<file path="config.mk">
export PLATFORM = sky130hd
export DESIGN_NAME = mem_port_arbiter_flat
export DESIGN_NICKNAME = d
export VERILOG_FILES = /design/src/rtl/mem_port_arbiter_pkg.sv /design/src/rtl/mem_port_arbiter_if.sv /design/src/rtl/mem_port_arbiter_pick.sv /design/src/rtl/mem_port_arbiter.sv /design/src/flat_wrapper.sv
export SDC_FILE = /design/constraint.sdc
export NUM_CORES = 1
export LEC_CHECK = 0
export CELL_PAD_IN_SITES_DETAIL_PLACEMENT = 2
export CELL_PAD_IN_SITES_GLOBAL_PLACEMENT = 2
export CORE_ASPECT_RATIO = 1.25
export CORE_MARGIN = 2
export CORE_UTILIZATION = 18
export DETAILED_ROUTE_END_ITERATION = 16
export GPL_TIMING_DRIVEN = 0
export PLACE_DENSITY = 0.85
export SLEW_MARGIN = 30
export SYNTH_ARGS = -nofsm -noshare
export SYNTH_HDL_FRONTEND = slang
export SYNTH_HIERARCHICAL = 1
export SYNTH_SLANG_ARGS = --single-unit
</file>
<file path="constraint.sdc">
create_clock -name clk -period 1.88 [get_ports clk]
set_input_delay 0.188 -clock clk [delete_from_list [all_inputs] [get_ports clk]]
set_output_delay 0.188 -clock clk [all_outputs]
set_load 0.02 [all_outputs]
</file>
<file path="src/rtl/mem_port_arbiter_pkg.sv">
// +---------------------------------------------------------------------------+
// | mem_arb_pkg : shared types and constants for mem_port_arbiter             |
// | Rev 1.0                                                                   |
// +---------------------------------------------------------------------------+
`default_nettype none

package mem_arb_pkg;

  typedef enum logic [1:0] {
    ARB_IDLE   = 2'd0,
    ARB_ACCESS = 2'd1,
    ARB_RESP   = 2'd2
  } arb_state_t;

  typedef enum logic {
    OWN_IF = 1'b0,
    OWN_D  = 1'b1
  } arb_owner_t;

  localparam logic [2:0] FUNCT3_WORD = 3'b010;

endpackage

`default_nettype wire

</file>
<file path="src/rtl/mem_port_arbiter_if.sv">
// +---------------------------------------------------------------------------+
// | mem_port_arbiter_if : fetch, data and memory-port signals of the arbiter  |
// | Rev 1.0                                                                   |
// +---------------------------------------------------------------------------+
`default_nettype none

interface mem_port_arbiter_if #(
  parameter int ADDR_W = 32,
  parameter int DATA_W = 32
);

  logic              if_req;
  logic [ADDR_W-1:0] if_addr;
  logic              if_gnt;
  logic              if_rvalid;
  logic [DATA_W-1:0] if_rdata;

  logic              d_req;
  logic              d_we;
  logic [ADDR_W-1:0] d_addr;
  logic [DATA_W-1:0] d_wdata;
  logic [2:0]        d_funct3;
  logic              d_gnt;
  logic              d_rvalid;
  logic [DATA_W-1:0] d_rdata;

  logic [ADDR_W-1:0] mem_address;
  logic              mem_wren;
  logic [DATA_W-1:0] mem_data_in;
  logic [2:0]        mem_funct3;
  logic [DATA_W-1:0] mem_data_out;

  // Core requesters and the memory model together form the master side.
  modport master (
    output if_req, if_addr,
    input  if_gnt, if_rvalid, if_rdata,
    output d_req, d_we, d_addr, d_wdata, d_funct3,
    input  d_gnt, d_rvalid, d_rdata,
    input  mem_address, mem_wren, mem_data_in, mem_funct3,
    output mem_data_out
  );

  modport slave (
    input  if_req, if_addr,
    output if_gnt, if_rvalid, if_rdata,
    input  d_req, d_we, d_addr, d_wdata, d_funct3,
    output d_gnt, d_rvalid, d_rdata,
    output mem_address, mem_wren, mem_data_in, mem_funct3,
    input  mem_data_out
  );

endinterface

`default_nettype wire

</file>
<file path="src/rtl/mem_port_arbiter_pick.sv">
// +---------------------------------------------------------------------------+
// | arb_pick : combinational one-hot grant selection between fetch and data   |
// | Option macro: MEM_ARB_RR_EN (round-robin on ties). Rev 1.0                |
// +---------------------------------------------------------------------------+
`default_nettype none

module arb_pick
  import mem_arb_pkg::*;
(
  input  wire logic       i_if_req,
  input  wire logic       i_d_req,
  input  wire arb_owner_t i_last_owner,
  input  wire logic       i_grant_ok,
  output logic            o_if_gnt,
  output logic            o_d_gnt
);

  always_comb begin
    o_if_gnt = 1'b0;
    o_d_gnt  = 1'b0;
    if (i_grant_ok) begin
`ifdef MEM_ARB_RR_EN
      if (i_if_req && i_d_req) begin
        // On a tie the requester that did not win last time goes first.
        if (i_last_owner == OWN_D) begin
          o_if_gnt = 1'b1;
        end else begin
          o_d_gnt = 1'b1;
        end
      end else begin
        o_if_gnt = i_if_req;
        o_d_gnt  = i_d_req;
      end
`else
      o_d_gnt  = i_d_req;
      o_if_gnt = i_if_req & ~i_d_req;
`endif
    end
  end

`ifndef MEM_ARB_RR_EN
  logic w_unused_last_owner;
  assign w_unused_last_owner = (i_last_owner == OWN_IF);
`endif

endmodule

`default_nettype wire

</file>
<file path="src/rtl/mem_port_arbiter.sv">
// +---------------------------------------------------------------------------+
// | mem_port_arbiter : shares one synchronous memory port between IF and LSU  |
// | Option macro: MEM_ARB_RR_EN (round-robin on ties). Rev 1.0                |
// +---------------------------------------------------------------------------+
`default_nettype none

module mem_port_arbiter
  import mem_arb_pkg::*;
#(
  parameter int ADDR_W = 32,
  parameter int DATA_W = 32
) (
  input  wire logic         clk,
  input  wire logic         reset_n,
  mem_port_arbiter_if.slave bus
);

  arb_state_t        r_state;
  arb_state_t        w_state_next;
  arb_owner_t        r_owner;
  arb_owner_t        w_last_owner;

  logic              w_grant_ok;
  logic              w_if_gnt;
  logic              w_d_gnt;
  logic              w_if_rvalid;
  logic              w_d_rvalid;
  logic [DATA_W-1:0] w_if_rdata;
  logic [DATA_W-1:0] w_d_rdata;

  logic [ADDR_W-1:0] r_mem_address;
  logic              r_mem_wren;
  logic [DATA_W-1:0] r_mem_data_in;
  logic [2:0]        r_mem_funct3;

  // A new grant may overlap the response cycle, giving one access per 2 cycles.
  assign w_grant_ok = (r_state == ARB_IDLE) || (r_state == ARB_RESP);

`ifdef MEM_ARB_RR_EN
  arb_owner_t r_last_owner;

  always_ff @(posedge clk or negedge reset_n) begin
    if (!reset_n) begin
      r_last_owner <= OWN_D;
    end else if (w_d_gnt) begin
      r_last_owner <= OWN_D;
    end else if (w_if_gnt) begin
      r_last_owner <= OWN_IF;
    end
  end

  assign w_last_owner = r_last_owner;
`else
  assign w_last_owner = OWN_D;
`endif

  arb_pick u_arb_pick (
    .i_if_req     (bus.if_req),
    .i_d_req      (bus.d_req),
    .i_last_owner (w_last_owner),
    .i_grant_ok   (w_grant_ok),
    .o_if_gnt     (w_if_gnt),
    .o_d_gnt      (w_d_gnt)
  );

  always_ff @(posedge clk or negedge reset_n) begin
    if (!reset_n) begin
      r_state <= ARB_IDLE;
    end else begin
      r_state <= w_state_next;
    end
  end

  always_comb begin
    w_state_next = r_state;
    case (r_state)
      ARB_IDLE:   if (w_if_gnt || w_d_gnt) w_state_next = ARB_ACCESS;
      ARB_ACCESS: w_state_next = ARB_RESP;
      ARB_RESP:   w_state_next = (w_if_gnt || w_d_gnt) ? ARB_ACCESS : ARB_IDLE;
      default:    w_state_next = ARB_IDLE;
    endcase
  end

  always_comb begin
    w_if_rvalid = 1'b0;
    w_d_rvalid  = 1'b0;
    w_if_rdata  = '0;
    w_d_rdata   = '0;
    if (r_state == ARB_RESP) begin
      if (r_owner == OWN_IF) begin
        w_if_rvalid = 1'b1;
        w_if_rdata  = bus.mem_data_out;
      end else begin
        w_d_rvalid = 1'b1;
        w_d_rdata  = bus.mem_data_out;
      end
    end
  end

  // Write enable is re-evaluated every cycle so it can only be high in ACCESS.
  always_ff @(posedge clk or negedge reset_n) begin
    if (!reset_n) begin
      r_mem_address <= '0;
      r_mem_wren    <= 1'b0;
      r_mem_data_in <= '0;
      r_mem_funct3  <= FUNCT3_WORD;
      r_owner       <= OWN_D;
    end else begin
      r_mem_wren <= w_d_gnt & bus.d_we;
      if (w_d_gnt) begin
        r_mem_address <= bus.d_addr;
        r_mem_data_in <= bus.d_wdata;
        r_mem_funct3  <= bus.d_funct3;
        r_owner       <= OWN_D;
      end else if (w_if_gnt) begin
        r_mem_address <= bus.if_addr;
        r_mem_funct3  <= FUNCT3_WORD;
        r_owner       <= OWN_IF;
      end
    end
  end

  assign bus.if_gnt      = w_if_gnt;
  assign bus.d_gnt       = w_d_gnt;
  assign bus.if_rvalid   = w_if_rvalid;
  assign bus.if_rdata    = w_if_rdata;
  assign bus.d_rvalid    = w_d_rvalid;
  assign bus.d_rdata     = w_d_rdata;
  assign bus.mem_address = r_mem_address;
  assign bus.mem_wren    = r_mem_wren;
  assign bus.mem_data_in = r_mem_data_in;
  assign bus.mem_funct3  = r_mem_funct3;

endmodule

`default_nettype wire

</file>
<file path="src/flat_wrapper.sv">
// flat-port wrapper written by rule: the top's interface ports become plain ports
module mem_port_arbiter_flat import mem_arb_pkg::*;
#(
  parameter int ADDR_W = 32,
  parameter int DATA_W = 32
)
  (clk, reset_n, bus_if_req, bus_if_addr, bus_if_gnt, bus_if_rvalid, bus_if_rdata, bus_d_req, bus_d_we, bus_d_addr, bus_d_wdata, bus_d_funct3, bus_d_gnt, bus_d_rvalid, bus_d_rdata, bus_mem_address, bus_mem_wren, bus_mem_data_in, bus_mem_funct3, bus_mem_data_out);
  mem_port_arbiter_if #(.ADDR_W(ADDR_W), .DATA_W(DATA_W)) bus_i ();
  input  wire logic clk;
  input  wire logic reset_n;
  input wire logic [$bits(bus_i.if_req)-1:0] bus_if_req;
  input wire logic [$bits(bus_i.if_addr)-1:0] bus_if_addr;
  output wire logic [$bits(bus_i.if_gnt)-1:0] bus_if_gnt;
  output wire logic [$bits(bus_i.if_rvalid)-1:0] bus_if_rvalid;
  output wire logic [$bits(bus_i.if_rdata)-1:0] bus_if_rdata;
  input wire logic [$bits(bus_i.d_req)-1:0] bus_d_req;
  input wire logic [$bits(bus_i.d_we)-1:0] bus_d_we;
  input wire logic [$bits(bus_i.d_addr)-1:0] bus_d_addr;
  input wire logic [$bits(bus_i.d_wdata)-1:0] bus_d_wdata;
  input wire logic [$bits(bus_i.d_funct3)-1:0] bus_d_funct3;
  output wire logic [$bits(bus_i.d_gnt)-1:0] bus_d_gnt;
  output wire logic [$bits(bus_i.d_rvalid)-1:0] bus_d_rvalid;
  output wire logic [$bits(bus_i.d_rdata)-1:0] bus_d_rdata;
  output wire logic [$bits(bus_i.mem_address)-1:0] bus_mem_address;
  output wire logic [$bits(bus_i.mem_wren)-1:0] bus_mem_wren;
  output wire logic [$bits(bus_i.mem_data_in)-1:0] bus_mem_data_in;
  output wire logic [$bits(bus_i.mem_funct3)-1:0] bus_mem_funct3;
  input wire logic [$bits(bus_i.mem_data_out)-1:0] bus_mem_data_out;
  assign bus_i.if_req = bus_if_req;
  assign bus_i.if_addr = bus_if_addr;
  assign bus_if_gnt = bus_i.if_gnt;
  assign bus_if_rvalid = bus_i.if_rvalid;
  assign bus_if_rdata = bus_i.if_rdata;
  assign bus_i.d_req = bus_d_req;
  assign bus_i.d_we = bus_d_we;
  assign bus_i.d_addr = bus_d_addr;
  assign bus_i.d_wdata = bus_d_wdata;
  assign bus_i.d_funct3 = bus_d_funct3;
  assign bus_d_gnt = bus_i.d_gnt;
  assign bus_d_rvalid = bus_i.d_rvalid;
  assign bus_d_rdata = bus_i.d_rdata;
  assign bus_mem_address = bus_i.mem_address;
  assign bus_mem_wren = bus_i.mem_wren;
  assign bus_mem_data_in = bus_i.mem_data_in;
  assign bus_mem_funct3 = bus_i.mem_funct3;
  assign bus_i.mem_data_out = bus_mem_data_out;
  mem_port_arbiter #(.ADDR_W(ADDR_W), .DATA_W(DATA_W)) u_core (.clk(clk), .reset_n(reset_n), .bus(bus_i));
endmodule
</file>
==> results.md <==
- Outcome: finished clean
- Slew @ Worst Pin: 0.552 ns
- Clk_skew: between 0.007 and 0.008 ns
- Pint: between 4 and 5 mW
- Worst path required time: about 1.7 ns
- H-tree lvl count: 3
- Reg-to-reg critical path endpoint: u_core/bus.mem_address[26]
- Mapped Cells: 300
- Net Count, Synth: 436
- Boundary Pins: about 270
- Hold Path Class: in -> async
- Fill count: slightly above 2000
- Vias in the first global route: about 4000
- R2R Setup Slk: roughly 0.16 ns
- Largest net degree at the start of global routing: between 40 and 50
- Final #Nets: just over 700
- Vias post-DR: 3490
- Initial antenna violation count: 0
- Vias per cell: about 4.2
- Most common cell after layout, fill and taps aside: clkdlybuf4s50_1
- Ys Warns: 6
- DR top layer: met4
- Fin. Hold Viols: 0
- RSZ-0062 raised after global routing: true
- Die W: 129 um
- Max-slew violations: 0
- Critical-path top delay cell: dfstp_2
- Crit path cell chain: and3b_2 -> buf_6 -> clkbuf_16 -> and2_4 -> buf_6
- Psw: about 2.4 mW
- Initial DRC Count: 56
- Avg Cell Area, Syn: 11.7 um^2
- FF-to-FF Start: u_core/r_state[0]
- Critical Path Most Common Cell: buf_6
- Starting Density: 0.182
- CP Class: reg -> out
- Worst skew pair latency: 0.33 ns
- Worst vdd ir: around 480 uV
- Worst slew margin: 0.632
- Row count: 57
- Buf+Inv Stages, Crit Path: 3
- Setup ws final: around 0.016 ns
- Die area: ~21000 um^2
- Hold WS: about 0.33 ns
- Sequential share of power: 0.301
- Crit share post-route: 0.991
- Share of layout cells above drive strength 1: 0.310
- First-pass GRT wire length: 24000 um
- Residual DRC count: 0
- Post-synthesis cell area: around 3500 um^2
- CP peak stage delay: approximately 0.56 ns
- Fmax: approximately 540 MHz
- Clock Power Share: 0.261
- Clock Sinks: 71
- Die Ht: 160 um
- Remaining antenna violation count: 0
- Critical path arrival: ~1.7 ns
- Total gr overflow: 0
- Fin area: slightly below 7000 um^2
- CTS tree: done
- DPL Wire Length: 12500 um
- Total Routing Usage GR: 0.153
- Met3 wire length: around 1700 um
- Metal2 WL: 8230 um
- PnR Total Power: slightly above 7 mW
- Routed WL: approximately 16000 um
- WL met1: 5570 um
- Power density over the cells: about 1000 nW/um^2
- Startpoint types: register
- Synthesis-to-layout area growth: 96.4%
- Critical path fanouts, max: 5
- Gate power share: 0.438
- Most frequent cells in the layout: clkdlybuf4s50_1 (202), dfrtp_1 (68), buf_6 (44)
- Max capacitance violation total: 0
- R2r worst-path depth: 7
- Inserted Clock Buffers: 9
- Antenna cells: 0
- Setup slack at placement: -0.224 ns
- Port bufs: between 200 and 300
- Placed Area: ~6500 um^2
- Leakage: 2.96 nW
- Per-cell routed wire length: about 19 um
- Area of the core: roughly 19000 um^2
- Gpl congestion: approximately 0.73
- Util after Layout: 0.358
- Final setup viols: 0
- Switching share of total power: 0.339
- CTS Root Buffer Type: clkbuf_16
- Clk buf depth: 2
- Largest delay share family, worst path: flip-flops
- Minimum clock period: around 1.9 ns
- Pre-antenna DRT Iters: 4
- Reg clk slew, reported paths: 0.06 ns
- CP Capture Type: output pin
==> worst register-to-register path: cells and delay by family, from the launching register on <==
kind | cells | cell delay (ns)
muxes | 1 | 0.22
and+or+nand+nor | 1 | 0.20
buffers and inverters | 4 | 0.61
DFF | 1 | 0.43
AOI/OAI and AO/OA | 1 | 0.11
==> power by group through the flow <==
stage | Combinational (mW) | Sequential (mW) | Clock (mW)
final | 3.16 | 2.17 | 1.88
after global routing | 3.38 | 2.23 | 2.02
after CTS | 3.14 | 2.18 | 1.96
after detailed placement | 3.13 | 2.20 | 0
after global placement | 3.05 | 2.17 | 0
after floorplan | 0.987 | 2.65 | 0
==> layout make-up <==
class,count,area (um^2),share of cell area
Inverter,2,7.51,0.00109
Sequential cell,71,1780,0.258
Buffer,18,155,0.0225
Tap cell,236,295,0.0428
Multi-Input combinational cell,206,1560,0.227
Clock buffer,10,229,0.0332
Timing Repair Buffer,283,2770,0.402
Clock inverter,6,92.6,0.0134
==> registers in the layout, summed over array words and instances, names as in the netlist <==
signal and flops:
u_core/r_state 2, u_core/bus.mem_funct3 3, u_core/bus.mem_address 32, u_core/r_owner 1, u_core/bus.mem_data_in 32, u_core/bus.mem_wren 1
==> worst max-delay path by stage <==
stage	slack (ns)	from	to	depth (start not counted)
after CTS	-0.05	u_core/r_state[0]	bus_if_rdata[18]	5
final	0.02	u_core/r_owner	bus_d_rdata[23]	5
after detailed placement	-0.22	u_core/r_state[0]	bus_if_rdata[18]	4
after floorplan	0.35	u_core/r_state[0]	u_core/bus.mem_address[17]	6
after global placement	-1.94	reset_n	u_core/bus.mem_address[13]	1
after global routing	-0.06	u_core/r_owner	bus_d_rdata[15]	5
==> metal layers <==
| metal | vias up | track usage |
|---|---|---|
| met2 | 216 | 0.285 |
| met4 | 0 | 0.0459 |
| met5 | - | 0 |
| met1 | 1679 | 0.155 |
| li1 | 1584 | - |
| met3 | 11 | 0.0603 |
==> metrics by stage <==
| step | cells | TNS (ns) |
|---|---|---|
| floorplan | 300 | 0 |
| global placement | 807 | -137.77 |
| detailed placement | 808 | -4.67 |
| CTS | 833 | -0.0763 |
| global route | 832 | -0.598 |
| finish | 832 | 0 |
==> what timing repair did <==
| item | in CTS | in global routing |
|---|---|---|
| hold buffers | 1 | 0 |
| setup endpoints to repair | 68 | 64 |
| gates cloned | 1 | 1 |
| gates resized for setup | 295 | 60 |
| buffers inserted | 9 | 0 |
| pin swaps | 1 | 9 |
| hold endpoints to repair | 25 | 0 |
Note: power is estimated with default switching activity, not from simulation.
